## config.mk

```make
export PLATFORM = sky130hd
export DESIGN_NAME = fwd_hazard_unit
export DESIGN_NICKNAME = d
export VERILOG_FILES = /design/src/rtl/fwd_hazard_unit_pkg.sv /design/src/rtl/fwd_hazard_unit_match.sv /design/src/rtl/fwd_hazard_unit.sv
export SDC_FILE = /design/constraint.sdc
export NUM_CORES = 1
export LEC_CHECK = 0
export ABC_AREA = 1
export BUFFER_PORTS_ARGS = -buffer_cell sky130_fd_sc_hd__buf_2
export CORE_MARGIN = 2
export CORE_UTILIZATION = 45
export CTS_BUF_LIST = sky130_fd_sc_hd__clkbuf_8
export CTS_CLUSTER_DIAMETER = 30
export DETAILED_ROUTE_END_ITERATION = 8
export PLACE_DENSITY = 0.78
export SYNTH_ARGS = -nofsm -noshare
export SYNTH_HDL_FRONTEND = slang
export SYNTH_SLANG_ARGS = --single-unit
```

## constraint.sdc

```tcl
create_clock -name CLK -period 2.5 [get_ports CLK]
set_clock_uncertainty 0.1 [all_clocks]
set_input_delay 0 -clock CLK [delete_from_list [all_inputs] [get_ports CLK]]
set_output_delay 0 -clock CLK [all_outputs]
set_load 0.05 [all_outputs]
```

## src/rtl/fwd_hazard_unit_pkg.sv

```systemverilog
// Shared types and helpers for the forwarding/hazard unit and its matcher.
package fwd_pkg;

   localparam int unsigned REG_W_MAX = 8;
   localparam int unsigned SEL_RF    = 0;

   // Register field is sized for the widest supported REG_W; narrower
   // addresses are zero-extended on entry and comparison.
   typedef struct packed {
      logic                 valid;
      logic [REG_W_MAX-1:0] reg_addr;
      logic                 is_load;
   } hist_entry_t;

   function automatic int unsigned min_sel_w(input int unsigned depth);
      return $clog2(depth + 1);
   endfunction

endpackage

```

## src/rtl/fwd_hazard_unit_match.sv

```systemverilog
// Priority match of one source register against the writer history.
module fwd_match
   import fwd_pkg::*;
#(
   parameter int unsigned DEPTH = 3,
   parameter int unsigned REG_W = 5,
   parameter int unsigned SEL_W = 2
) (
   input  logic [REG_W-1:0]         src,
   input  logic                     used,
   input  hist_entry_t [DEPTH-1:0]  hist,
   output logic                     hit,
   output logic [SEL_W-1:0]         k,
   output logic                     is_load
);

   logic src_live;

   assign src_live = used && (src != '0);

   // Index 0 holds the youngest writer; the first hit scanning upward wins.
   always_comb begin
      hit     = 1'b0;
      k       = SEL_W'(SEL_RF);
      is_load = 1'b0;
      for (int unsigned i = 0; i < DEPTH; i++) begin
         if (!hit && src_live && hist[i].valid &&
             hist[i].reg_addr == REG_W_MAX'(src)) begin
            hit     = 1'b1;
            k       = SEL_W'(i + 1);
            is_load = hist[i].is_load;
         end
      end
   end

endmodule

```

## src/rtl/fwd_hazard_unit.sv

```systemverilog
// Forwarding select and hazard stall generation for the 5-stage pipeline.
// Optional stall statistics counters enabled by FWD_HAZARD_STATS_EN.
module fwd_hazard_unit
   import fwd_pkg::*;
#(
   parameter int unsigned DEPTH      = 3,
   parameter int unsigned REG_W      = 5,
   parameter int unsigned SEL_W      = 2,
   parameter int unsigned LOAD_READY = 2
) (
   input  logic             CLK,
   input  logic             RESET,
   input  logic             id_valid,
   input  logic [REG_W-1:0] id_rs,
   input  logic [REG_W-1:0] id_rt,
   input  logic             id_rs_used,
   input  logic             id_rt_used,
   input  logic             id_store,
   input  logic             id_branch,
   input  logic             id_load,
   input  logic             id_wr_en,
   input  logic [REG_W-1:0] id_wr_reg,
   input  logic             flush,
   output logic [SEL_W-1:0] exe_a_sel,
   output logic [SEL_W-1:0] exe_b_sel,
   output logic [SEL_W-1:0] mem_data_sel,
   output logic [SEL_W-1:0] br_a_sel,
   output logic [SEL_W-1:0] br_b_sel,
`ifdef FWD_HAZARD_STATS_EN
   output logic [31:0]      load_use_stalls,
   output logic [31:0]      branch_stalls,
`endif
   output logic             stall
);

   if (DEPTH < 2 || DEPTH > 7) begin : g_bad_depth
      $error("fwd_hazard_unit: DEPTH must be in 2..7");
   end
   if (SEL_W < min_sel_w(DEPTH)) begin : g_bad_sel_w
      $error("fwd_hazard_unit: SEL_W too narrow for DEPTH");
   end
   if (REG_W > REG_W_MAX) begin : g_bad_reg_w
      $error("fwd_hazard_unit: REG_W exceeds REG_W_MAX");
   end

   hist_entry_t [DEPTH-1:0] hist;
   hist_entry_t             new_entry;

   logic             rs_hit;
   logic [SEL_W-1:0] rs_k;
   logic             rs_load;
   logic             rt_hit;
   logic [SEL_W-1:0] rt_k;
   logic             rt_load;
   logic             rt_read;

   logic rs_early;
   logic rt_early;
   logic load_use_hit;
   logic branch_hit;
   logic advance;

   // rt is a live source both as an ALU operand and as store data.
   assign rt_read = id_rt_used || id_store;

   fwd_match #(
      .DEPTH (DEPTH),
      .REG_W (REG_W),
      .SEL_W (SEL_W)
   ) u_match_rs (
      .src     (id_rs),
      .used    (id_rs_used),
      .hist    (hist),
      .hit     (rs_hit),
      .k       (rs_k),
      .is_load (rs_load)
   );

   fwd_match #(
      .DEPTH (DEPTH),
      .REG_W (REG_W),
      .SEL_W (SEL_W)
   ) u_match_rt (
      .src     (id_rt),
      .used    (rt_read),
      .hist    (hist),
      .hit     (rt_hit),
      .k       (rt_k),
      .is_load (rt_load)
   );

   // The ID comparator cannot see the next-older result, nor a load until it is ready.
   always_comb begin
      rs_early = rs_hit && ((rs_k < SEL_W'(2)) ||
                            (rs_load && (int'(rs_k) < int'(LOAD_READY) + 1)));
      rt_early = rt_hit && ((rt_k < SEL_W'(2)) ||
                            (rt_load && (int'(rt_k) < int'(LOAD_READY) + 1)));
   end

   always_comb begin
      load_use_hit = !id_branch &&
                     ((rs_hit && rs_load && rs_k == SEL_W'(1)) ||
                      (rt_hit && rt_load && rt_k == SEL_W'(1)));
      branch_hit   = id_branch && (rs_early || rt_early);
      stall        = id_valid && !flush && (load_use_hit || branch_hit);
      advance      = id_valid && !flush && !stall;
   end

   always_comb begin
      br_a_sel = '0;
      br_b_sel = '0;
      if (id_branch && !branch_hit) begin
         br_a_sel = rs_k;
         br_b_sel = rt_k;
      end
   end

   always_comb begin
      new_entry = '0;
      if (advance && id_wr_en && id_wr_reg != '0) begin
         new_entry.valid    = 1'b1;
         new_entry.reg_addr = REG_W_MAX'(id_wr_reg);
         new_entry.is_load  = id_load;
      end
   end

   always_ff @(posedge CLK) begin
      if (RESET) begin
         hist         <= '0;
         exe_a_sel    <= '0;
         exe_b_sel    <= '0;
         mem_data_sel <= '0;
      end else begin
         hist         <= {hist[DEPTH-2:0], new_entry};
         exe_a_sel    <= advance ? rs_k : '0;
         exe_b_sel    <= (advance && id_rt_used) ? rt_k : '0;
         mem_data_sel <= (advance && id_store) ? rt_k : '0;
      end
   end

`ifdef FWD_HAZARD_STATS_EN
   // Load-use attribution wins when both causes are present.
   always_ff @(posedge CLK) begin
      if (RESET) begin
         load_use_stalls <= '0;
         branch_stalls   <= '0;
      end else if (stall) begin
         if (load_use_hit) begin
            if (load_use_stalls != '1) load_use_stalls <= load_use_stalls + 32'd1;
         end else if (branch_stalls != '1) begin
            branch_stalls <= branch_stalls + 32'd1;
         end
      end
   end
`endif

endmodule

```

==> results.cfg <==
[run_status]
status = finished, final reports clean

[worst_setup_path]
critPathKind = in2reg
worstPathArrival_ps = 2370
cp-end-kind = register
start_kind = input port
critPathRequiredTime_ps = 2610
crit_fanout = 6
path_cells = dlygate4sd3_1, buf_2, or2_1, nand2_1, inv_1, nand3_1, nand2_1, nand2_1, nand2_2, nand2_4, nand4_4, nor2_1, dlygate4sd3_1
r2r_cells = 12
cpMostUsedCell = nand2_1
r2r_end = hist[0]
cp_slowest_cell = dlygate4sd3_1
critPathLaunch = id_store
crit_path_max_incr_delay_ps = 560
rr_startpoint = hist[2]
rrSetupSlack_ps = 280

[yosys]
seq_area_frac_synth = 0.3768
synth_edf_count = 0
synth_area_leaders = dfxtp_1 (38%), nand2_1 (16%), nor2_1 (13%)
yosys_warnings = 0
yosysTopAreaCell = dfxtp_1
syn-instance-count = 217
netlist_area_um2 = 1381
async_flop_share = 0
synth_ff_type = dfxtp_1
synth-seq-cells = 26
ys_types = 25
syn_nets = 242
avgSynthCellArea_um2 = 6.366
synth_top_area_share = 0.3768

[sta]
clock.fmax_mhz = 442.3
setup_violations = 0
hold_ws_ps = 74.18
post-route-period-util = 0.9044
layout_setup_ws_ps = 239.0
slew_headroom = 0.7356
grt_setup_unrepaired = no
min_period_ps = 2261
final_max_slew_viol_count = 0
fin_tns_setup_ps = 0
hold_viol = 0
worst_slew_pin_slew_ps = 395.1

[cells_and_area]
final_layout_size_suffix_gt1_frac = 0.1926
syn2layout_area_growth_pct = 29.98
fin_util = 0.6029
fin_nets = 297
final_area_um2 = 1795
diodes = 0

[floorplan]
rows = 20
die-area_um2 = 3529
ios = 36
core-area_um2 = 2978
chipHeight_um = 59.41
start_util = 0.4639
fp.dieW_um = 59.41

[routing]
via_count = 1450
viasPerCell = 4.785
top_layer = met4
drt-met1-wl_mm = 1.441
drc = 0
met3_length_um = 181
wl_per_cell_um = 11.26
drt_first_pass_iters = 4
ant_nets = 0
wl_mm = 3.413
first_iter_violations = 58
wl_met2_mm = 1.735

[pwr]
worst_ir_drop_vdd_mv = 0.2221
power_leakage_nw = 0.9149
p_per_area_nw_per_um2 = 422.9

[clock_network]
tritoncts = built
cts.sinks = 26
ctsHoldBuffers = 16
ctsResizeCount = 0
cts.root.buffer_cell = clkbuf_8
clockBufferDepth = 2
clock_latency_ps = 260
cts-buffers-inserted = 3
path_clk_slew_ps = 80
cts_setup_buffers = 0
htreeDepth = 1

[grt]
overflow = 0
grt_max_degree = 15
grt_use_total = 0.2121
grt_pass1_wl_mm = 5.630
antenna_found_initial = 0
grt_pass1_vias = 1398

[place]
pre_cts_slack_ps = 847.1
portBuffers = 35
placed_area_um2 = 1594
gp_congestion = 0.8487
dp_hpwl_mm = 2.579

[worst_hold_path]
hold_path_end = exe_a_sel[0]
min_path_cells = 5
hp-start = id_rs_used
hold_class = in2reg

[flow_run]
drv_cap = 0
[synthesized netlist by cell type, types with 2 or more instances]
cell type and instances:
nand4_1 4, dfxtp_1 26, inv_1 35, inv_2 3, nand3_1 11, nor2_1 47
nand3_2 2, nand2_2 2, nor3_1 2, nand2_1 59, o21ai_0 3, a21oi_1 4
xnor2_1 3, xor2_1 3, nor2_2 3
[how the worst max path moves through the flow]
| stage | to | slack [ps] | cells past startpoint |
|---|---|---|---|
| finish | hist[0] | 240 | 13 |
| global route | hist[0] | 110 | 13 |
| CTS | hist[1] | 280 | 13 |
| detailed placement | stall | 850 | 11 |
| global placement | stall | 860 | 11 |
| floorplan | stall | 690 | 10 |
[registers in the layout, summed over array words and instances (netlist names)]
register,cells
exe_a_sel,2
exe_b_sel,2
hist,20
mem_data_sel,2
[layout by cell type, fill, tap and decap left out, types with 3 or more instances in the layout]
| cell | Yosys | final |
|---|---|---|
| nand2_1 | 59 | 59 |
| nor2_1 | 47 | 47 |
| inv_1 | 35 | 35 |
| buf_2 | 0 | 35 |
| dfxtp_1 | 26 | 26 |
| dlygate4sd3_1 | 0 | 16 |
| nand3_1 | 11 | 11 |
| nand4_1 | 4 | 4 |
| a21oi_1 | 4 | 4 |
| xnor2_1 | 3 | 3 |
| inv_2 | 3 | 3 |
| o21ai_0 | 3 | 3 |
| nor2_2 | 3 | 3 |
| xor2_1 | 3 | 3 |
| clkbuf_8 | 0 | 3 |
[power breakdown]
group	internal, mW	switching, mW
combinational	0.0478	0.0639
clock	0.108	0.121
sequential	0.417	0.00219
[critical path: cells and delay by family]
kind                   cells  cell delay, ps
buffers and inverters      4            1310
AND/OR/NAND/NOR            9            1080
[routing by layer]
metal | track usage | vias to the layer above
met5 | 0 | -
met2 | 0.3925 | 45
met1 | 0.2443 | 636
met3 | 0.02402 | 7
li1 | - | 762
met4 | 0.08442 | 0
[kinds of logic after synthesis]
| logic type | count (synthesis) | share of synthesized area |
|---|---|---|
| AND/OR/NAND/NOR | 134 | 0.4266 |
| XOR/XNOR | 6 | 0.03805 |
| flip-flops | 26 | 0.3768 |
| buffers and inverters | 39 | 0.1060 |
| AO/OA/AOI/OAI | 12 | 0.05254 |
[cell type report]
| type | count | area, um^2 |
|---|---|---|
| Timing Repair Buffer | 51 | 335.3 |
| Sequential cell | 26 | 520.5 |
| Fill cell | 284 | 1182 |
| Tap cell | 33 | 41.29 |
| Multi-Input combinational cell | 152 | 714.4 |
| Clock buffer | 3 | 41.29 |
| Inverter | 38 | 142.6 |
[through the flow]
stage	cells	power, mW
5_1_grt	303	0.7961
4_1_cts	303	0.7608
6_report	303	0.7594
3_3_place_gp	284	0.5240
3_5_place_dp	284	0.5246
2_1_floorplan	217	0.4826
Power figures use the tool's default switching activity.
